--- config.mk ---
export PLATFORM = sky130hd
export DESIGN_NAME = wdt_ctrl_flat
export DESIGN_NICKNAME = d
export VERILOG_FILES = /design/src/rtl/wdt_ctrl_if.sv /design/src/rtl/wdt_ctrl.sv /design/src/flat_wrapper.sv
export SDC_FILE = /design/constraint.sdc
export NUM_CORES = 1
export LEC_CHECK = 0
export CORE_MARGIN = 2
export CORE_UTILIZATION = 32
export DETAILED_ROUTE_END_ITERATION = 6
export PLACE_DENSITY = 0.6
export SYNTH_ARGS = -nofsm -noshare
export SYNTH_HDL_FRONTEND = slang
export SYNTH_SLANG_ARGS = --single-unit
--- constraint.sdc ---
create_clock -name clk -period 4.9 [get_ports clk]
set_input_delay 1.225 -clock clk [delete_from_list [all_inputs] [get_ports clk]]
set_output_delay 1.225 -clock clk [all_outputs]
set_load 0.1 [all_outputs]
--- src/rtl/wdt_ctrl_if.sv ---
`default_nettype none
// ----------------------------------------------------------------------------
// Module   : wdt_ctrl_if
// Desc     : Request/ready register port of the watchdog core-side controller.
// Revision : 1.0 - initial release
// ----------------------------------------------------------------------------
interface wdt_ctrl_if;
    logic        req;
    logic        we;
    logic [1:0]  addr;
    logic [31:0] wdata;
    logic        ready;
    logic [31:0] rdata;

    modport master (output req, we, addr, wdata, input ready, rdata);
    modport slave  (input req, we, addr, wdata, output ready, rdata);
endinterface
`default_nettype wire

--- src/rtl/wdt_ctrl.sv ---
`default_nettype none
// ----------------------------------------------------------------------------
// Module   : wdt_ctrl
// Desc     : Watchdog register block; sequences WDEN/WDLIVE/WTOCNT changes so
//            each value is held HOLD_CYC clocks for the slow watchdog side.
// Revision : 1.0 - initial release
// ----------------------------------------------------------------------------
module wdt_ctrl #(
    parameter int unsigned HOLD_CYC = 32,
    parameter logic [31:0] RST_CNT  = 32'hFFFF_FFFF
) (
    input  wire        clk,
    input  wire        rst,
    wdt_ctrl_if.slave  bus,
    input  wire        wto_sync,
    output logic       WDEN,
    output logic       WDLIVE,
    output logic [31:0] WTOCNT,
    output logic       irq
);

    localparam logic [2:0] c_IDLE = 3'd0;
    localparam logic [2:0] c_HOLD = 3'd1;
    localparam logic [2:0] c_KICK = 3'd2;
    localparam logic [2:0] c_DIS  = 3'd3;
    localparam logic [2:0] c_LOAD = 3'd4;
    localparam logic [2:0] c_REEN = 3'd5;

    localparam logic [1:0] c_A_CTRL = 2'd0;
    localparam logic [1:0] c_A_LIVE = 2'd1;
    localparam logic [1:0] c_A_CNT  = 2'd2;
    localparam logic [1:0] c_A_STAT = 2'd3;

    localparam logic [7:0] c_HOLD_INIT = 8'(HOLD_CYC - 1);

    logic [2:0]  r_state, w_state_nxt;
    logic [7:0]  r_hold;
    logic        r_en, r_ie, r_to, r_err, r_wto_d;
    logic [31:0] r_shadow;

    logic        w_busy, w_acc, w_done, w_to_set, w_to_clr;
    logic        w_wden_nxt, w_wdlive_nxt, w_en_nxt, w_ie_nxt, w_err_nxt, w_to_nxt;
    logic [31:0] w_wtocnt_nxt, w_shadow_nxt;

    assign w_busy    = (r_state != c_IDLE);
    assign w_done    = (r_hold == 8'd0);
    assign w_to_set  = wto_sync & ~r_wto_d;
    // STATUS stays writable while busy so software can always clear TO/ERR
    assign bus.ready = ~(bus.req & bus.we & (bus.addr != c_A_STAT) & w_busy);
    assign w_acc     = bus.req & bus.we & bus.ready;
    assign irq       = r_to & r_ie;

    always_comb begin
        w_state_nxt  = r_state;
        w_wden_nxt   = WDEN;
        w_wdlive_nxt = WDLIVE;
        w_wtocnt_nxt = WTOCNT;
        w_shadow_nxt = r_shadow;
        w_en_nxt     = r_en;
        w_ie_nxt     = r_ie;
        w_err_nxt    = r_err;
        w_to_clr     = 1'b0;
        case (r_state)
            c_IDLE: begin
                if (w_acc) begin
                    case (bus.addr)
                        c_A_CTRL: begin
                            w_en_nxt    = bus.wdata[0];
                            w_ie_nxt    = bus.wdata[1];
                            w_wden_nxt  = bus.wdata[0];
                            w_state_nxt = c_HOLD;
                        end
                        c_A_LIVE: begin
                            w_wdlive_nxt = 1'b1;
                            w_state_nxt  = c_KICK;
                        end
                        c_A_CNT: begin
                            if (bus.wdata == 32'd0) begin
                                w_err_nxt = 1'b1;
                            end else if (!r_en) begin
                                w_wtocnt_nxt = bus.wdata;
                                w_state_nxt  = c_HOLD;
                            end else begin
                                // count may only change while the watchdog is disabled
                                w_wden_nxt   = 1'b0;
                                w_shadow_nxt = bus.wdata;
                                w_state_nxt  = c_DIS;
                            end
                        end
                        default: ;
                    endcase
                end
            end
            c_HOLD: if (w_done) w_state_nxt = c_IDLE;
            c_KICK: begin
                if (w_done) begin
                    w_wdlive_nxt = 1'b0;
                    w_state_nxt  = c_IDLE;
                end
            end
            c_DIS: begin
                if (w_done) begin
                    w_wtocnt_nxt = r_shadow;
                    w_state_nxt  = c_LOAD;
                end
            end
            c_LOAD: begin
                if (w_done) begin
                    w_wden_nxt  = 1'b1;
                    w_state_nxt = c_REEN;
                end
            end
            c_REEN: if (w_done) w_state_nxt = c_IDLE;
            default: w_state_nxt = c_IDLE;
        endcase

        if (w_acc && (bus.addr == c_A_STAT)) begin
            w_to_clr = bus.wdata[0];
            if (bus.wdata[2]) w_err_nxt = 1'b0;
        end
        w_to_nxt = w_to_set | (r_to & ~w_to_clr);
    end

    always_comb begin
        bus.rdata = 32'd0;
        if (bus.req && !bus.we) begin
            case (bus.addr)
                c_A_CTRL: bus.rdata = {30'd0, r_ie, r_en};
                c_A_CNT:  bus.rdata = WTOCNT;
                c_A_STAT: bus.rdata = {29'd0, r_err, w_busy, r_to};
                default:  bus.rdata = 32'd0;
            endcase
        end
    end

    always_ff @(posedge clk) begin
        if (!rst) begin
            r_state <= c_IDLE;
            r_hold  <= 8'd0;
        end else begin
            r_state <= w_state_nxt;
            if (w_state_nxt != r_state) begin
                r_hold <= c_HOLD_INIT;
            end else if (!w_done) begin
                r_hold <= r_hold - 8'd1;
            end
        end
    end

    always_ff @(posedge clk) begin
        if (!rst) begin
            WDEN     <= 1'b0;
            WDLIVE   <= 1'b0;
            WTOCNT   <= RST_CNT;
            r_shadow <= 32'd0;
            r_en     <= 1'b0;
            r_ie     <= 1'b0;
            r_to     <= 1'b0;
            r_err    <= 1'b0;
            r_wto_d  <= 1'b0;
        end else begin
            WDEN     <= w_wden_nxt;
            WDLIVE   <= w_wdlive_nxt;
            WTOCNT   <= w_wtocnt_nxt;
            r_shadow <= w_shadow_nxt;
            r_en     <= w_en_nxt;
            r_ie     <= w_ie_nxt;
            r_to     <= w_to_nxt;
            r_err    <= w_err_nxt;
            r_wto_d  <= wto_sync;
        end
    end

endmodule
`default_nettype wire

--- src/flat_wrapper.sv ---
// flat-port wrapper written by rule: the top's interface ports become plain ports
module wdt_ctrl_flat 
#(
    parameter int unsigned HOLD_CYC = 32,
    parameter logic [31:0] RST_CNT  = 32'hFFFF_FFFF
)
  (clk, rst, wto_sync, WDEN, WDLIVE, WTOCNT, irq, bus_req, bus_we, bus_addr, bus_wdata, bus_ready, bus_rdata);
  wdt_ctrl_if bus_i ();
  input  wire clk;
  input  wire rst;
  input  wire wto_sync;
  output logic WDEN;
  output logic WDLIVE;
  output logic [31:0] WTOCNT;
  output logic irq;
  input wire logic [$bits(bus_i.req)-1:0] bus_req;
  input wire logic [$bits(bus_i.we)-1:0] bus_we;
  input wire logic [$bits(bus_i.addr)-1:0] bus_addr;
  input wire logic [$bits(bus_i.wdata)-1:0] bus_wdata;
  output wire logic [$bits(bus_i.ready)-1:0] bus_ready;
  output wire logic [$bits(bus_i.rdata)-1:0] bus_rdata;
  assign bus_i.req = bus_req;
  assign bus_i.we = bus_we;
  assign bus_i.addr = bus_addr;
  assign bus_i.wdata = bus_wdata;
  assign bus_ready = bus_i.ready;
  assign bus_rdata = bus_i.rdata;
  wdt_ctrl #(.HOLD_CYC(HOLD_CYC), .RST_CNT(RST_CNT)) u_core (.clk(clk), .rst(rst), .bus(bus_i), .wto_sync(wto_sync), .WDEN(WDEN), .WDLIVE(WDLIVE), .WTOCNT(WTOCNT), .irq(irq));
endmodule
# [After elaboration in Yosys (flattened, before gate mapping)]
# Index checks and enable logic that the tools add are counted.
[totals] ff_bits=82 in_bits=39 elab_cells=101 out_inout_bits=68
[classes] n_eq_ne=22 muxes=35 n_bitwise=13 add_sub_neg=1 reduce_logical=18
[ops] operator="$mux W32" count=6
[ops] operator="$pmux W32 S3" count=1
[ops] operator="$pmux W32 S2" count=1
[ops] operator="$logic_not A32 Y1" count=1
[ops] operator="$mux W3" count=5
[ops] operator="$mux W1" count=14
[ops] operator="$pmux W3 S4" count=1
[ops] operator="$reduce_and A6 Y1" count=2
[ops] operator="$mux W5" count=2
[ops] operator="$ne A2 B1 Y1 const B" count=5
[ops] operator="$ne A2 B2 Y1 const B" count=5
[ops] operator="$pmux W3 S3" count=1
[ops] operator="$logic_not A8 Y1" count=1
[ops] operator="$sub A8 B1 Y8 const B" count=1
[ops] operator="$and A1 B1 Y1" count=7
[ops] operator="$eq A3 B2 Y1 const B" count=2
[ops] operator="$eq A3 B3 Y1 const B" count=2
[ops] operator="$pmux W1 S2" count=3
[ops] operator="$reduce_bool A2 Y1" count=3
[ops] operator="$not A1 Y1" count=5
[ops] operator="$reduce_and A5 Y1" count=1
[ops] operator="$eq A2 B2 Y1 const B" count=2
[ops] operator="$reduce_and A4 Y1" count=1
[ops] operator="$eq A3 B1 Y1 const B" count=1
[ops] operator="other kinds (15)" count=16

# [Longest topological paths before layout]
# Gate-level depths: netlist (run 1).
[logic_depth] ltp_word=10 mapped_depth=8 ltp_nobuf=7

# [Worst setup path after synthesis (run 1)]
# Ideal clock, no wire load.
[synth_timing] path_type="input -> output" start="input port bus_addr[0]" end="output port bus_rdata[2]" required_ns=3.675 t_arrival_ns=3.867 setup_slack_ns=-0.192 path_buffers=1 stages=3 cell_sequence="clkbuf_1 > mux2i_1 > nor3b_1"
[synth_between] elab_chain_len=3 word_cells_on_any_way=5 cone_classes="2 x eq/ne; 2 x mux; 1 x reduce/logical"
[synth_lines] item="from (decl)" line_no="flat_wrapper.sv:18" text="input wire logic [$bits(bus_i.addr)-1:0] bus_addr;"
[synth_lines] item="$eq A2 B2 Y1 / $logic_not A2 Y1 (equally long branches)" line_no="wdt_ctrl.sv:127" text="case (bus.addr)"
[synth_lines] item="$pmux W32 S3 (*)" line_no="wdt_ctrl.sv:127"
[synth_lines] item="$mux W32 (*)" line_no="wdt_ctrl.sv:126" text="if (bus.req && !bus.we) begin"
[synth_lines] item="to (decl)" line_no="flat_wrapper.sv:21" text="output wire logic [$bits(bus_i.rdata)-1:0] bus_rdata;"
# Every way passes the cells marked *; elsewhere a longest branch is shown, timed or not.

# [Worst setup path in the final report (run 1)]
[layout_timing] start="input port bus_addr[0]" end="output port bus_rdata[17]"
# Same word-level chain as after synthesis.

==> results.md, run 1 <==
* Status: finished, final reports clean
* Diodes inserted at 0
* Final-report setup violation count at 0
* GPL Wtd Cong at 0.775
* Worst slew pin tran at 996 ps
* Critical Path End Type: output port
* Worst r2r src: u_core.r_state[0]$_SDFF_PN0_
* Clock tree sinks at 82
* Syn. warnings at 0
* Most frequent cell after synthesis: dfxtp_1
* Number of library cell types mapped by synthesis at 43
* DPL Wire Length at 7800 µm
* DRT antenna net count at 0
* CP Max Fanout at 19
* Post-Synthesis Mean Instance Area at 9.30 µm²
* Leakage power at 2.51 nW
* Worst hold slack at 480 ps
* Post-Route Utilization at 47.8%
* Layout cells sized above 1 at 13.7%
* Port bufs at 106
* Final hold vios at 0
* Critical path class: input port to output port
* RSZ-0062 raised after global routing: no
* Fmax at 228 MHz
* H-tree Lvls at 3
* CTS Hold Bufs at 0
* Top post-synthesis cells by count: 82 x dfxtp_1, 68 x mux2i_1, 51 x nor2_1
* CTS resizes at 0
* Hold Startpoint: u_core.WDLIVE$_SDFFE_PN0P_
* Clock Tree Buf Depth at 2
* Area growth from synthesis to layout at 44.9%
* CTS tree: done
* Inserted Clock Buffers at 9
* Flop-to-flop setup slack at 2200 ps
* # rows at 40
* Post-CTS Repair Setup Buffers at 0
* Die Footprint at 0.0134 mm²
* Residual DRC at 0
* Setup TNS at 0 ps
* Mapped Nets at 470
* Ys async rst share at 0%
* Post-synth EDFFs at 0
* Post-Route WL at 11,300 µm
* PwrDens at 346 mW/mm²
* Max-slew violations at 0
* Vias in the first global route at 3,562
* Area leader, netlist: dfxtp_1
* CP required at 3670 ps
* Die W at 116 µm
* Worst vdd ir at 147 µV
* Die height at 116 µm
* Cells after Synth at 430
* Via count at 3,586
* Slew margin rel. at 33.4%
* Ys flop type: dfxtp_1
* #FFs+latches synth at 82
* Critical Path End: bus_rdata[17]
* Reg2reg end: u_core.WTOCNT[27]$_SDFFE_PN1P_
* First-pass GRT wire length at 18,100 µm
* Hold Path Cell Cnt at 2
* Ports at 107
* Reg2Reg Depth at 6
* Share of the yosys chip area belonging to registers at 41.1%
* Final setup margin at 506 ps
* Initial antenna violation count at 0
* Core area at 0.0121 mm²
* Synth top area share at 41.1%
* Hold Crit Class: register to register
* Place WS at 473 ps
* Final Net Count at 560
* Crit. Startpoint: bus_addr[0]
* Initial drt markers at 142
* Max Cap Viol at 0
* Crit share post-route at 89.7%
* Minimum clock period at 4390 ps
* DR WL/cell at 16.4 µm
* Gr ovfl total at 0
* Global Route Usage Sum at 17.2%
* Starting Density at 33.0%
* Worst endpoint data arrival time at 3170 ps
* Worst-skew pair later-pin latency at 340 ps
* CTS root buf: clkbuf_16
* Crit path launch type: input port
* Vias per cell at 5.17
* DR pass1 iterations at 4
* Clock transition at path regs at 60 ps
* Top post-synthesis cells by area: dfxtp_1 41%, mux2i_1 17%, nor4b_1 7.0%
* Tot Pwr at 0.00201 W
* Post-Syn Area at 0.00400 mm²
* Largest net degree at the start of global routing at 41
* Clk_skew at 6.49 ps
## cells in the final DEF (no fill, tap or decap), types with 3 or more instances in the layout
cell type / instances
nor3_1: 5
nand4_1: 3
mux2i_1: 68
buf_12: 30
nand2b_1: 4
nand2_1: 14
and2_1: 33
buf_4: 14
nand3b_1: 3
or3_1: 3
nor2_1: 50
clkdlybuf4s50_1: 73
o21ai_0: 5
a31oi_1: 33
dfxtp_1: 82
o21a_1: 4
nor4b_1: 32
nor4_1: 9
clkbuf_16: 9
a21oi_1: 11
## report_power, final
| part | switching (W) | internal, W |
|---|---|---|
| combinational | 0.000330 | 0.000198 |
| sequential | 0.0000468 | 0.000710 |
| clock | 0.000272 | 0.000448 |
| total | 0.000649 | 0.00136 |
## worst max-delay path, stage by stage
cell             delay (ps)
clkdlybuf4s50_1         600
nand2b_1                330
nor2_2                  420
buf_12                  210
and2_1                  190
buf_12                  190
## worst min path at each step
stage                                  to
6_report       u_core.WDLIVE$_SDFFE_PN0P_
5_1_grt        u_core.WDLIVE$_SDFFE_PN0P_
4_1_cts        u_core.WDLIVE$_SDFFE_PN0P_
2_1_floorplan    u_core.r_ie$_SDFFE_PN0P_
3_3_place_gp   u_core.WDLIVE$_SDFFE_PN0P_
3_5_place_dp   u_core.WDLIVE$_SDFFE_PN0P_
## state kept, by name, indices dropped and copies added (netlist names), 3 cells and up
register and cells:
u_core.WTOCNT 32, u_core.r_state 3, u_core.r_hold 8, u_core.r_shadow 32
## per-layer routing
| metal | vias up | global-route usage, % | routed length [µm] |
|---|---|---|---|
| met5 | - | 0 | 0 |
| li1 | 1739 | - | - |
| met1 | 1740 | 21.5 | 5120 |
| met4 | 0 | 5.56 | 157 |
| met2 | 94 | 28.9 | 5440 |
| met3 | 13 | 4.65 | 624 |
## per-stage QoR
step / instances / instance area [µm²]
floorplan: 430 / 4000
global placement: 677 / 5470
detailed placement: 677 / 5470
CTS: 693 / 5790
global route: 693 / 5790
finish: 693 / 5790
## logic make-up (layout without fill, tap and decap cells)
logic type	Yosys count	count (layout)	synth area share [%]
simple gates	167	167	24.6
mux	69	69	17.3
flops	82	82	41.1
compound gates	68	68	11.5
buf+inv	41	136	4.85
xor+xnor	2	2	0.438
fa+ha+maj	1	1	0.313
## layout make-up
type	count	area, µm²
timing repair buffer	117	1440
sequential	82	1640
inverter	3	11.3
clock buffer	10	229
multi-input combinational	307	2170
tap	168	210
clock inverter	6	90.1
fill	1190	6320
No activity file was read; power rests on OpenSTA's default activity.
==> run 2, diff against run 1 <==
--- a/config.mk
+++ b/config.mk
@@ -7,6 +7,7 @@
 export LEC_CHECK = 0
 export CORE_MARGIN = 2
 export CORE_UTILIZATION = 32
+export CTS_CLUSTER_DIAMETER = 80
 export DETAILED_ROUTE_END_ITERATION = 6
 export PLACE_DENSITY = 0.6
 export SYNTH_ARGS = -nofsm -noshare
==> constraint.sdc (replaced) <==
create_clock -name clk -period 5.2 [get_ports clk]
set_input_delay 1.3 -clock clk [delete_from_list [all_inputs] [get_ports clk]]
set_output_delay 1.3 -clock clk [all_outputs]
set_load 0.1 [all_outputs]
==> run 2 against run 1 <==
  * Core utilization down 0.40 points
  * Largest power group unchanged
  * Largest cell class unchanged
  * Die area unchanged
  * Register-to-register slack better by 530 ps
  * Cell count down 0.29%
  * Global-route usage about the same
==> results.md, run 2 (same netlist as run 1, synthesis figures left out) <==
* Initial antenna violation count at 0
* Inserted Clock Buffers at 9
* Slew margin rel. at 22.2%
* Worst slew pin tran at 1160 ps
* Clock Tree Buf Depth at 2
* GPL Wtd Cong at 0.795
* Status: finished, final reports clean
* Gr ovfl total at 0
* Area growth from synthesis to layout at 43.6%
* Post-CTS Repair Setup Buffers at 0
* Final hold vios at 0
* Flop pwr share at 38.6%
* Final-report setup violation count at 0
* Reg2reg end: u_core.WTOCNT[15]$_SDFFE_PN1P_
* Layout cells sized above 1 at 13.2%
* Worst hold slack at 485 ps
* Setup TNS at 0 ps
* Clock share of power at 34.4%
* Flop-to-flop setup slack at 2730 ps
* Die W at 116 µm
* PwrDens at 322 mW/mm²
* CTS Hold Bufs at 0
* Commonest non-fill, non-tap cell in the layout: dfxtp_1
* Clk_skew at 9.14 ps
* Port bufs at 106
* Worst vdd ir at 166 µV
* Initial drt markers at 189
* Worst r2r src: u_core.r_hold[0]$_SDFFE_PN0P_
* P_int at 0.00124 W
* Family with the most delay on the worst path: buffers and inverters
* Worst-skew pair later-pin latency at 330 ps
* Via count at 3,569
* Die height at 116 µm
* Critical path class: input port to output port
* Diodes inserted at 0
* Post-Route WL at 11,200 µm
* Sw Share at 32.9%
* Cell count along the critical path at 6
* Clock transition at path regs at 60 ps
* Max-slew violations at 0
* Minimum clock period at 4580 ps
* Critical Path End: bus_rdata[21]
* Switching power at 0.000607 W
* Largest net degree at the start of global routing at 67
* Slowest-stage cell, CP: clkdlybuf4s50_1
* DR pass1 iterations at 4
* CTS tree: done
* H-tree Lvls at 3
* Worst endpoint data arrival time at 3280 ps
* Residual DRC at 0
* Vias per cell at 5.16
* Top Registers: u_core.WTOCNT x32, u_core.r_shadow x32, u_core.r_hold x8
* Placed standard-cell area at 0.00545 mm²
* CTS root buf: clkbuf_16
* Worst-path cell chain: clkdlybuf4s50_1 > nand2b_1 > nor2_2 > buf_4 > and2_1 > buf_12
* DR WL/cell at 16.3 µm
* Global Route Usage Sum at 17.2%
* Clock tree sinks at 82
* Max Cap Viol at 0
* Crit share post-route at 88.0%
* Crit. Startpoint: bus_addr[0]
* Vias in the first global route at 3,577
* Fmax at 218 MHz
* CTS resizes at 0
* Comb pwr share at 26.9%
* # rows at 40
* Leakage power at 2.49 nW
* Final cell count without fillers at 691
* Final instance area at 0.00574 mm²
* First-pass GRT wire length at 18,300 µm
* Reg2Reg Depth at 8
* Crit path launch type: input port
* Ports at 107
* CP peak stage delay at 570 ps
* Core area at 0.0121 mm²
* Commonest non-fill, non-tap cells in the layout: 82 x dfxtp_1, 73 x clkdlybuf4s50_1, 68 x mux2i_1
* RSZ-0062 raised after global routing: no
* Starting Density at 33.0%
* DRT antenna net count at 0
* CP required at 3900 ps
* Hold Crit Class: register to register
* Worst Path Buf+Inv at 3
* Critical Path End Type: output port
* Final Net Count at 558
* CP Max Fanout at 19
* Die Footprint at 0.0134 mm²
* Hold Startpoint: u_core.WDLIVE$_SDFFE_PN0P_
* DPL Wire Length at 7560 µm
* Tot Pwr at 0.00185 W
* Inst Count DP at 675
[run 2: cell types whose count changed in the layout (fill, tap and decap cells not counted)]
cell and change:
clkbuf_1 +1, bufinv_16 -1, buf_4 -1, clkbuf_8 +1
inv_6 -1, buf_12 -1
[run 2: stage by stage]
step           utilization, %  setup WS [ps]
2_1_floorplan               -            806
3_3_place_gp             45.0            651
3_5_place_dp             45.0            585
4_1_cts                  47.4            574
5_1_grt                  47.4            440
6_report                 47.4            623
[run 2: layout make-up]
| cell class | instances | area, µm² |
|---|---|---|
| Fill cell | 1180 | 6370 |
| Multi-Input combinational cell | 307 | 2170 |
| Sequential cell | 82 | 1640 |
| Timing Repair Buffer | 115 | 1410 |
| Clock buffer | 12 | 246 |
| Tap cell | 168 | 210 |
| Clock inverter | 4 | 51.3 |
| Inverter | 3 | 11.3 |
[run 2: worst min-delay path: cells and delay by family, from the launching register on]
family / cells / cell delay [ps]
compound gates: 2 / 120
flops: 1 / 310
[run 2: layer usage]
layer	track usage, %	share of wire [%]	routed length [µm]	vias up
met5	0	0	0	-
li1	-	-	-	1737
met3	5.07	5.7	636	12
met1	23.1	47	5260	1728
met4	3.97	0.96	108	0
met2	27.4	47	5230	92
[run 2: worst min-delay path by stage]
stage / end / slack (ps) / depth (start not counted)
after global routing: u_core.WDLIVE$_SDFFE_PN0P_ / 510 / 2
final: u_core.WDLIVE$_SDFFE_PN0P_ / 480 / 2
after floorplan: u_core.r_ie$_SDFFE_PN0P_ / 460 / 2
after CTS: u_core.WDLIVE$_SDFFE_PN0P_ / 480 / 2
after global placement: u_core.WDLIVE$_SDFFE_PN0P_ / 470 / 2
after detailed placement: u_core.WDLIVE$_SDFFE_PN0P_ / 470 / 2
[run 2: power groups by stage]
stage | clock network, W | logic [W] | registers [W]
2_1_floorplan | 0 | 0.000303 | 0.000780
3_3_place_gp | 0 | 0.000490 | 0.000725
3_5_place_dp | 0 | 0.000499 | 0.000727
4_1_cts | 0.000644 | 0.000501 | 0.000714
5_1_grt | 0.000678 | 0.000537 | 0.000722
6_report | 0.000637 | 0.000498 | 0.000714
